<file path="src/rtl/matmul_controller_if.sv">
// Control bundle between the 3x3 matmul sequencer and its datapath.
// The master modport is the controller; the slave modport is the datapath
// and display logic, which drive the index/done flags and STEP back.
interface matmul_controller_if;
   // Datapath -> controller
   logic START;
   logic i_notEQ3;
   logic j_notEQ3;
   logic k_notEQ3;
   logic Done_Flag;
   logic STEP;
   // Controller -> datapath
   logic sel_i;
   logic sel_j;
   logic sel_k;
   logic sel_sum;
   logic ld_i;
   logic ld_j;
   logic ld_k;
   logic ld_sum;
   logic ld_out;
   logic Count_En;
   logic Show_DATA;
   logic NEW_OUTPUT;
   logic busy;
   logic done;

   modport master (
      input  START, i_notEQ3, j_notEQ3, k_notEQ3, Done_Flag, STEP,
      output sel_i, sel_j, sel_k, sel_sum,
      output ld_i, ld_j, ld_k, ld_sum, ld_out,
      output Count_En, Show_DATA, NEW_OUTPUT, busy, done
   );

   modport slave (
      output START, i_notEQ3, j_notEQ3, k_notEQ3, Done_Flag, STEP,
      input  sel_i, sel_j, sel_k, sel_sum,
      input  ld_i, ld_j, ld_k, ld_sum, ld_out,
      input  Count_En, Show_DATA, NEW_OUTPUT, busy, done
   );
endinterface

</file>
<file path="src/rtl/matmul_controller.sv">
// Moore sequencer for a 3x3 matrix multiply: walks i/j/k loops, accumulates
// each dot product, stores it into C, then hands off to the result display.
// Optional macro MMC_STEP_EN: display NEW_OUTPUT pulses follow rising edges
// of STEP instead of the HOLD_CYCLES hold counter.
// All outputs are decoded from the state register (plus the hold counter or
// STEP edge for NEW_OUTPUT), so reset forces every output low immediately.
module matmul_controller #(
   parameter int unsigned HOLD_CYCLES = 1  // 1..255
) (
   input  logic                       CLK,
   input  logic                       RST,         // async, active-low
   matmul_controller_if.master        bus,
   output logic [3:0]                 dbg_state_o
);

   typedef enum logic [3:0] {
      S_IDLE   = 4'd0,
      S_INIT_I = 4'd1,
      S_INIT_J = 4'd2,
      S_CLR    = 4'd3,
      S_RD     = 4'd4,
      S_ACC    = 4'd5,
      S_STORE  = 4'd6,
      S_INC_J  = 4'd7,
      S_CHK_J  = 4'd8,
      S_INC_I  = 4'd9,
      S_CHK_I  = 4'd10,
      S_SHOW   = 4'd11,
      S_DUMP   = 4'd12,
      S_DONE   = 4'd13
   } state_t;

   state_t state_q, state_d;

   assign dbg_state_o = state_q;

   // State register
   always_ff @(posedge CLK or negedge RST) begin
      if (!RST) state_q <= S_IDLE;
      else      state_q <= state_d;
   end

   // Next-state logic and state-decoded outputs
   always_comb begin
      state_d       = state_q;
      bus.sel_i     = 1'b0;
      bus.sel_j     = 1'b0;
      bus.sel_k     = 1'b0;
      bus.sel_sum   = 1'b0;
      bus.ld_i      = 1'b0;
      bus.ld_j      = 1'b0;
      bus.ld_k      = 1'b0;
      bus.ld_sum    = 1'b0;
      bus.ld_out    = 1'b0;
      bus.Count_En  = 1'b0;
      bus.Show_DATA = 1'b0;
      bus.done      = 1'b0;
      bus.busy      = 1'b1;
      case (state_q)
         S_IDLE: begin
            bus.busy = 1'b0;
            if (bus.START) state_d = S_INIT_I;
         end
         S_INIT_I: begin
            bus.ld_i = 1'b1;
            state_d  = S_INIT_J;
         end
         S_INIT_J: begin
            bus.ld_j = 1'b1;
            state_d  = S_CLR;
         end
         S_CLR: begin
            bus.ld_k   = 1'b1;
            bus.ld_sum = 1'b1;
            state_d    = S_RD;
         end
         // One idle cycle lets the synchronous ROM present A[i][k] and B[k][j]
         S_RD: begin
            state_d = bus.k_notEQ3 ? S_ACC : S_STORE;
         end
         S_ACC: begin
            bus.ld_sum  = 1'b1;
            bus.sel_sum = 1'b1;
            bus.ld_k    = 1'b1;
            bus.sel_k   = 1'b1;
            state_d     = S_RD;
         end
         S_STORE: begin
            bus.ld_out = 1'b1;
            state_d    = S_INC_J;
         end
         S_INC_J: begin
            bus.ld_j  = 1'b1;
            bus.sel_j = 1'b1;
            state_d   = S_CHK_J;
         end
         // Flag is checked one cycle after the increment so it reflects the new j
         S_CHK_J: begin
            state_d = bus.j_notEQ3 ? S_CLR : S_INC_I;
         end
         S_INC_I: begin
            bus.ld_i  = 1'b1;
            bus.sel_i = 1'b1;
            state_d   = S_CHK_I;
         end
         S_CHK_I: begin
            state_d = bus.i_notEQ3 ? S_INIT_J : S_SHOW;
         end
         S_SHOW: begin
            bus.Show_DATA = 1'b1;
            bus.Count_En  = 1'b1;
            state_d       = S_DUMP;
         end
         S_DUMP: begin
            bus.Count_En = 1'b1;
            if (bus.Done_Flag) state_d = S_DONE;
         end
         S_DONE: begin
            bus.done = 1'b1;
            state_d  = S_IDLE;
         end
         default: begin
            bus.busy = 1'b0;
            state_d  = S_IDLE;
         end
      endcase
   end

`ifdef MMC_STEP_EN
   logic       step_q;
   logic [7:0] unused_hold_cycles;

   assign unused_hold_cycles = 8'(HOLD_CYCLES);

   // Previous STEP value for rising-edge detection
   always_ff @(posedge CLK or negedge RST) begin
      if (!RST) step_q <= 1'b0;
      else      step_q <= bus.STEP;
   end

   // One display pulse per STEP rising edge while dumping
   always_comb begin
      bus.NEW_OUTPUT = (state_q == S_DUMP) && bus.STEP && !step_q;
   end
`else
   localparam logic [7:0] HOLD_LAST = 8'(HOLD_CYCLES - 1);

   logic [7:0] hold_q, hold_d;
   logic       unused_step;

   assign unused_step = bus.STEP;

   // Hold counter register
   always_ff @(posedge CLK or negedge RST) begin
      if (!RST) hold_q <= 8'd0;
      else      hold_q <= hold_d;
   end

   // Counter sits at zero outside DUMP so the first DUMP cycle always pulses
   always_comb begin
      hold_d = 8'd0;
      if (state_q == S_DUMP) begin
         hold_d = (hold_q == HOLD_LAST) ? 8'd0 : hold_q + 8'd1;
      end
   end

   // Pulse on DUMP entry and every HOLD_CYCLES cycles after
   always_comb begin
      bus.NEW_OUTPUT = (state_q == S_DUMP) && (hold_q == 8'd0);
   end
`endif

endmodule

</file>
<file path="src/flat_wrapper.sv">
// flat-port wrapper written by rule: the top's interface ports become plain ports
module matmul_controller_flat 
#(
   parameter int unsigned HOLD_CYCLES = 1           
)
  (CLK, RST, dbg_state_o, bus_START, bus_i_notEQ3, bus_j_notEQ3, bus_k_notEQ3, bus_Done_Flag, bus_STEP, bus_sel_i, bus_sel_j, bus_sel_k, bus_sel_sum, bus_ld_i, bus_ld_j, bus_ld_k, bus_ld_sum, bus_ld_out, bus_Count_En, bus_Show_DATA, bus_NEW_OUTPUT, bus_busy, bus_done);
  matmul_controller_if bus_i ();
  input  logic CLK;
  input  logic RST;
  output logic [3:0] dbg_state_o;
  input wire logic [$bits(bus_i.START)-1:0] bus_START;
  input wire logic [$bits(bus_i.i_notEQ3)-1:0] bus_i_notEQ3;
  input wire logic [$bits(bus_i.j_notEQ3)-1:0] bus_j_notEQ3;
  input wire logic [$bits(bus_i.k_notEQ3)-1:0] bus_k_notEQ3;
  input wire logic [$bits(bus_i.Done_Flag)-1:0] bus_Done_Flag;
  input wire logic [$bits(bus_i.STEP)-1:0] bus_STEP;
  output wire logic [$bits(bus_i.sel_i)-1:0] bus_sel_i;
  output wire logic [$bits(bus_i.sel_j)-1:0] bus_sel_j;
  output wire logic [$bits(bus_i.sel_k)-1:0] bus_sel_k;
  output wire logic [$bits(bus_i.sel_sum)-1:0] bus_sel_sum;
  output wire logic [$bits(bus_i.ld_i)-1:0] bus_ld_i;
  output wire logic [$bits(bus_i.ld_j)-1:0] bus_ld_j;
  output wire logic [$bits(bus_i.ld_k)-1:0] bus_ld_k;
  output wire logic [$bits(bus_i.ld_sum)-1:0] bus_ld_sum;
  output wire logic [$bits(bus_i.ld_out)-1:0] bus_ld_out;
  output wire logic [$bits(bus_i.Count_En)-1:0] bus_Count_En;
  output wire logic [$bits(bus_i.Show_DATA)-1:0] bus_Show_DATA;
  output wire logic [$bits(bus_i.NEW_OUTPUT)-1:0] bus_NEW_OUTPUT;
  output wire logic [$bits(bus_i.busy)-1:0] bus_busy;
  output wire logic [$bits(bus_i.done)-1:0] bus_done;
  assign bus_i.START = bus_START;
  assign bus_i.i_notEQ3 = bus_i_notEQ3;
  assign bus_i.j_notEQ3 = bus_j_notEQ3;
  assign bus_i.k_notEQ3 = bus_k_notEQ3;
  assign bus_i.Done_Flag = bus_Done_Flag;
  assign bus_i.STEP = bus_STEP;
  assign bus_sel_i = bus_i.sel_i;
  assign bus_sel_j = bus_i.sel_j;
  assign bus_sel_k = bus_i.sel_k;
  assign bus_sel_sum = bus_i.sel_sum;
  assign bus_ld_i = bus_i.ld_i;
  assign bus_ld_j = bus_i.ld_j;
  assign bus_ld_k = bus_i.ld_k;
  assign bus_ld_sum = bus_i.ld_sum;
  assign bus_ld_out = bus_i.ld_out;
  assign bus_Count_En = bus_i.Count_En;
  assign bus_Show_DATA = bus_i.Show_DATA;
  assign bus_NEW_OUTPUT = bus_i.NEW_OUTPUT;
  assign bus_busy = bus_i.busy;
  assign bus_done = bus_i.done;
  matmul_controller #(.HOLD_CYCLES(HOLD_CYCLES)) u_core (.CLK(CLK), .RST(RST), .bus(bus_i), .dbg_state_o(dbg_state_o));
endmodule
</file>
<file path="config.mk">
export PLATFORM = sky130hd
export DESIGN_NAME = matmul_controller_flat
export DESIGN_NICKNAME = d
export VERILOG_FILES = /design/src/rtl/matmul_controller_if.sv /design/src/rtl/matmul_controller.sv /design/src/flat_wrapper.sv
export SDC_FILE = /design/constraint.sdc
export NUM_CORES = 1
export LEC_CHECK = 0
export BUFFER_PORTS_ARGS = -buffer_cell sky130_fd_sc_hd__buf_2
export CAP_MARGIN = 40
export CORE_AREA = 2 2 43 45
export CTS_CLUSTER_DIAMETER = 40
export DETAILED_ROUTE_END_ITERATION = 12
export DIE_AREA = 0 0 45 47
export GPL_TIMING_DRIVEN = 0
export PLACE_DENSITY = 0.89
export SYNTH_ARGS = -nofsm -noshare
export SYNTH_HDL_FRONTEND = slang
export SYNTH_SLANG_ARGS = --single-unit
</file>
<file path="constraint.sdc">
create_clock -name CLK -period 2.8 [get_ports CLK]
set_input_delay 0.56 -clock CLK [delete_from_list [all_inputs] [get_ports CLK]]
set_output_delay 0.56 -clock CLK [all_outputs]
set_load 0.01 [all_outputs]
</file>
==> metrics <==
Tightest Hold Check Type=in2async; hold_ws=0.150 ns; ant diodes=0; CTS tree=done; CTS resizes=0; first-pass GRT wire length=3010 µm; die extent in x=45 µm; Clk pin slew, worst setup/hold paths=0.07 ns; vias=813; CTS Hold Buffers Added=0; Remaining DRCs=0; synthesized area per cell=8.40 µm²; slew margin rel.=70.2%; endpoints failing setup=0; Area after DPL=940 µm²; min Tclk post-route=2.16 ns; Seq/Total Area, Yosys=37.6%; Starting Density=48.3%; Post-synth top cells=15 x nor2_1, 12 x dfrtp_1, 6 x buf_2, 6 x o21ai_0; Fillers=161; Post-layout nets=134; Max FO, Critical Path=4; Yosys top cell area share=37.6%; Port Buffers=24; leakage=0.472 nW; P&R area growth vs syn=22.3%; die height=47 µm; count leader, synth=nor2_1; maximum clock frequency=462 MHz; setup slack after layout=0.635 ns; post-route design area=976 µm²; First-pass DRT Iterations=4; Startpoint Class=register; cell taking the most area after synthesis=dfrtp_1; average vias per placed instance=5.81; Syn Nets=105; DRT iter0 DRCs=15; I/O pin count=26; RSZ-0062 raised after global routing=false; hpwl dp=1420 µm; initial antenna violation count=0; WP data arrival=1.60 ns; final cycle utilization of the critical path=77.3%; Gate Count Post-Synth=95; distinct cell type count after synthesis=32; critical setup path kind=reg2out; final number of hold-violating endpoints=0; max-slew violations=0; clock buffer depth=2; Yosys Warn Count=0; Root Buffer=clkbuf_4; H-tree Lvls=1; Tot Pwr=0.850 mW; Post-Route Setup TNS=0 ns; Routed WL per cell=13.1 µm; EDFF count, synth=0; post-layout util=59.1%; total gr overflow=0; power density over the cells=871 mW/mm²; peak supply drop=0.000585 V; Synth area leaders=dfrtp_1 38%, nor2_1 7.1%, buf_2 3.8%, o21ai_0 3.8%, xor2_1 3.3%; Tot GR Track Use=20.0%; Syn Std Cell Area=798 µm²; vias in the first global route=744; pre-CTS setup slack=0.956 ns; register area=300 µm²; post-CTS setup buffers=0; Num CTS Buffers=3; crit end category=output port; routability congestion estimate from global placement=0.795; Final ANT Viol Nets=0; worst slew pin tran=0.441 ns; Post-synth ARST share=100%; total wire length=1830 µm; Non-Filler Instances=140; Multi-input gate area=427 µm²; clock sink count=12; Yosys reg bits=12; Die ar.=0.00212 mm²; prevailing post-synth register cell=dfrtp_1; pin count of the biggest net entering global routing=13; dpl cells=136; # rows=15; Critical Path RT=2.24 ns; Core Area=0.00165 mm²; layout cells sized above 1=30.9%; Max Cap Viol=0; Skew-Pair Late Insertion Delay=0.27 ns; status=finished clean; Clock Skews=0.00339 ns
-- layout by cell type, fill, tap and decap left out --
cell / count
a211oi_2: 1
a21o_1: 2
a21oi_1: 5
a22o_1: 1
a22oi_1: 1
a31oi_1: 1
buf_2: 30
buf_4: 2
buf_6: 1
clkbuf_4: 3
clkbuf_8: 1
dfrtp_1: 12
ha_1: 2
inv_1: 4
nand2_1: 5
nand2b_1: 4
nand3_1: 3
nand4_1: 1
nand4bb_1: 1
nor2_1: 15
nor3_1: 3
nor3b_1: 2
nor4_1: 1
nor4b_1: 1
o211ai_1: 1
o21ai_0: 6
o21ai_1: 1
o2bb2ai_1: 1
o32ai_1: 1
o41ai_1: 1
or3_1: 3
or3b_1: 2
xnor2_1: 2
xor2_1: 3
-- where the power goes --
part	internal, mW	switching (mW)	leakage [nW]
combinational	0.215	0.281	0.289
sequential	0.199	0.0208	0.162
clock	0.0791	0.0549	0.0210
-- cells by family (layout without fill, tap and decap cells) --
kind of cell	Yosys count	after routing	share of synthesized area [%]
buffers and inverters	13	41	8.93
adders and majority gates	2	2	3.13
AOI/OAI and AO/OA	22	22	18.0
and+or+nand+nor	41	41	26.8
xor gates and xnor gates	5	5	5.49
DFF	12	12	37.6
-- cell type report --
type,instances,area share (%)
multi-input combinational,70,43.7
sequential,12,30.8
timing repair buffer,24,12.3
buffer,9,5.77
clock buffer,4,3.72
tap,17,2.18
inverter,4,1.54
-- critical path, cell delays in order (launching register included) --
cell	delay [ns]
dfrtp_1	0.41
inv_1	0.08
ha_1	0.14
nor4b_1	0.38
nand2_1	0.10
nor2_1	0.10
buf_2	0.14
-- metal layers --
metal / global-route usage, % / share of wire, % / vias to the layer above
li1: - / - / 390
met1: 19.5 / 40 / 389
met2: 39.1 / 52 / 28
met3: 3.08 / 5.8 / 6
met4: 12.4 / 3.0 / 0
met5: 0 / 0 / -
-- registers in the layout, summed over array words and instances (netlist names) --
| name | count |
|---|---|
| u_core.hold_q | 8 |
| u_core.dbg_state_o | 4 |
-- worst paths after layout --
check | from | to | slack [ns] | depth (start not counted)
setup / recovery | u_core.hold_q[0]$_DFF_PN0_ | bus_NEW_OUTPUT | 0.64 | 6
hold / removal | RST | u_core.dbg_state_o[0]$_DFFE_PN0P_ | 0.15 | 1
setup reg to reg | u_core.hold_q[0]$_DFF_PN0_ | u_core.hold_q[2]$_DFF_PN0_ | 1.32 | 5
hold reg to reg | u_core.hold_q[0]$_DFF_PN0_ | u_core.hold_q[0]$_DFF_PN0_ | 0.49 | 1
max in group asynchronous | RST | u_core.dbg_state_o[1]$_DFFE_PN0P_ | 2.44 | 1
min in group CLK | u_core.hold_q[0]$_DFF_PN0_ | u_core.hold_q[0]$_DFF_PN0_ | 0.49 | 1
Power figures use the tool's default switching activity.
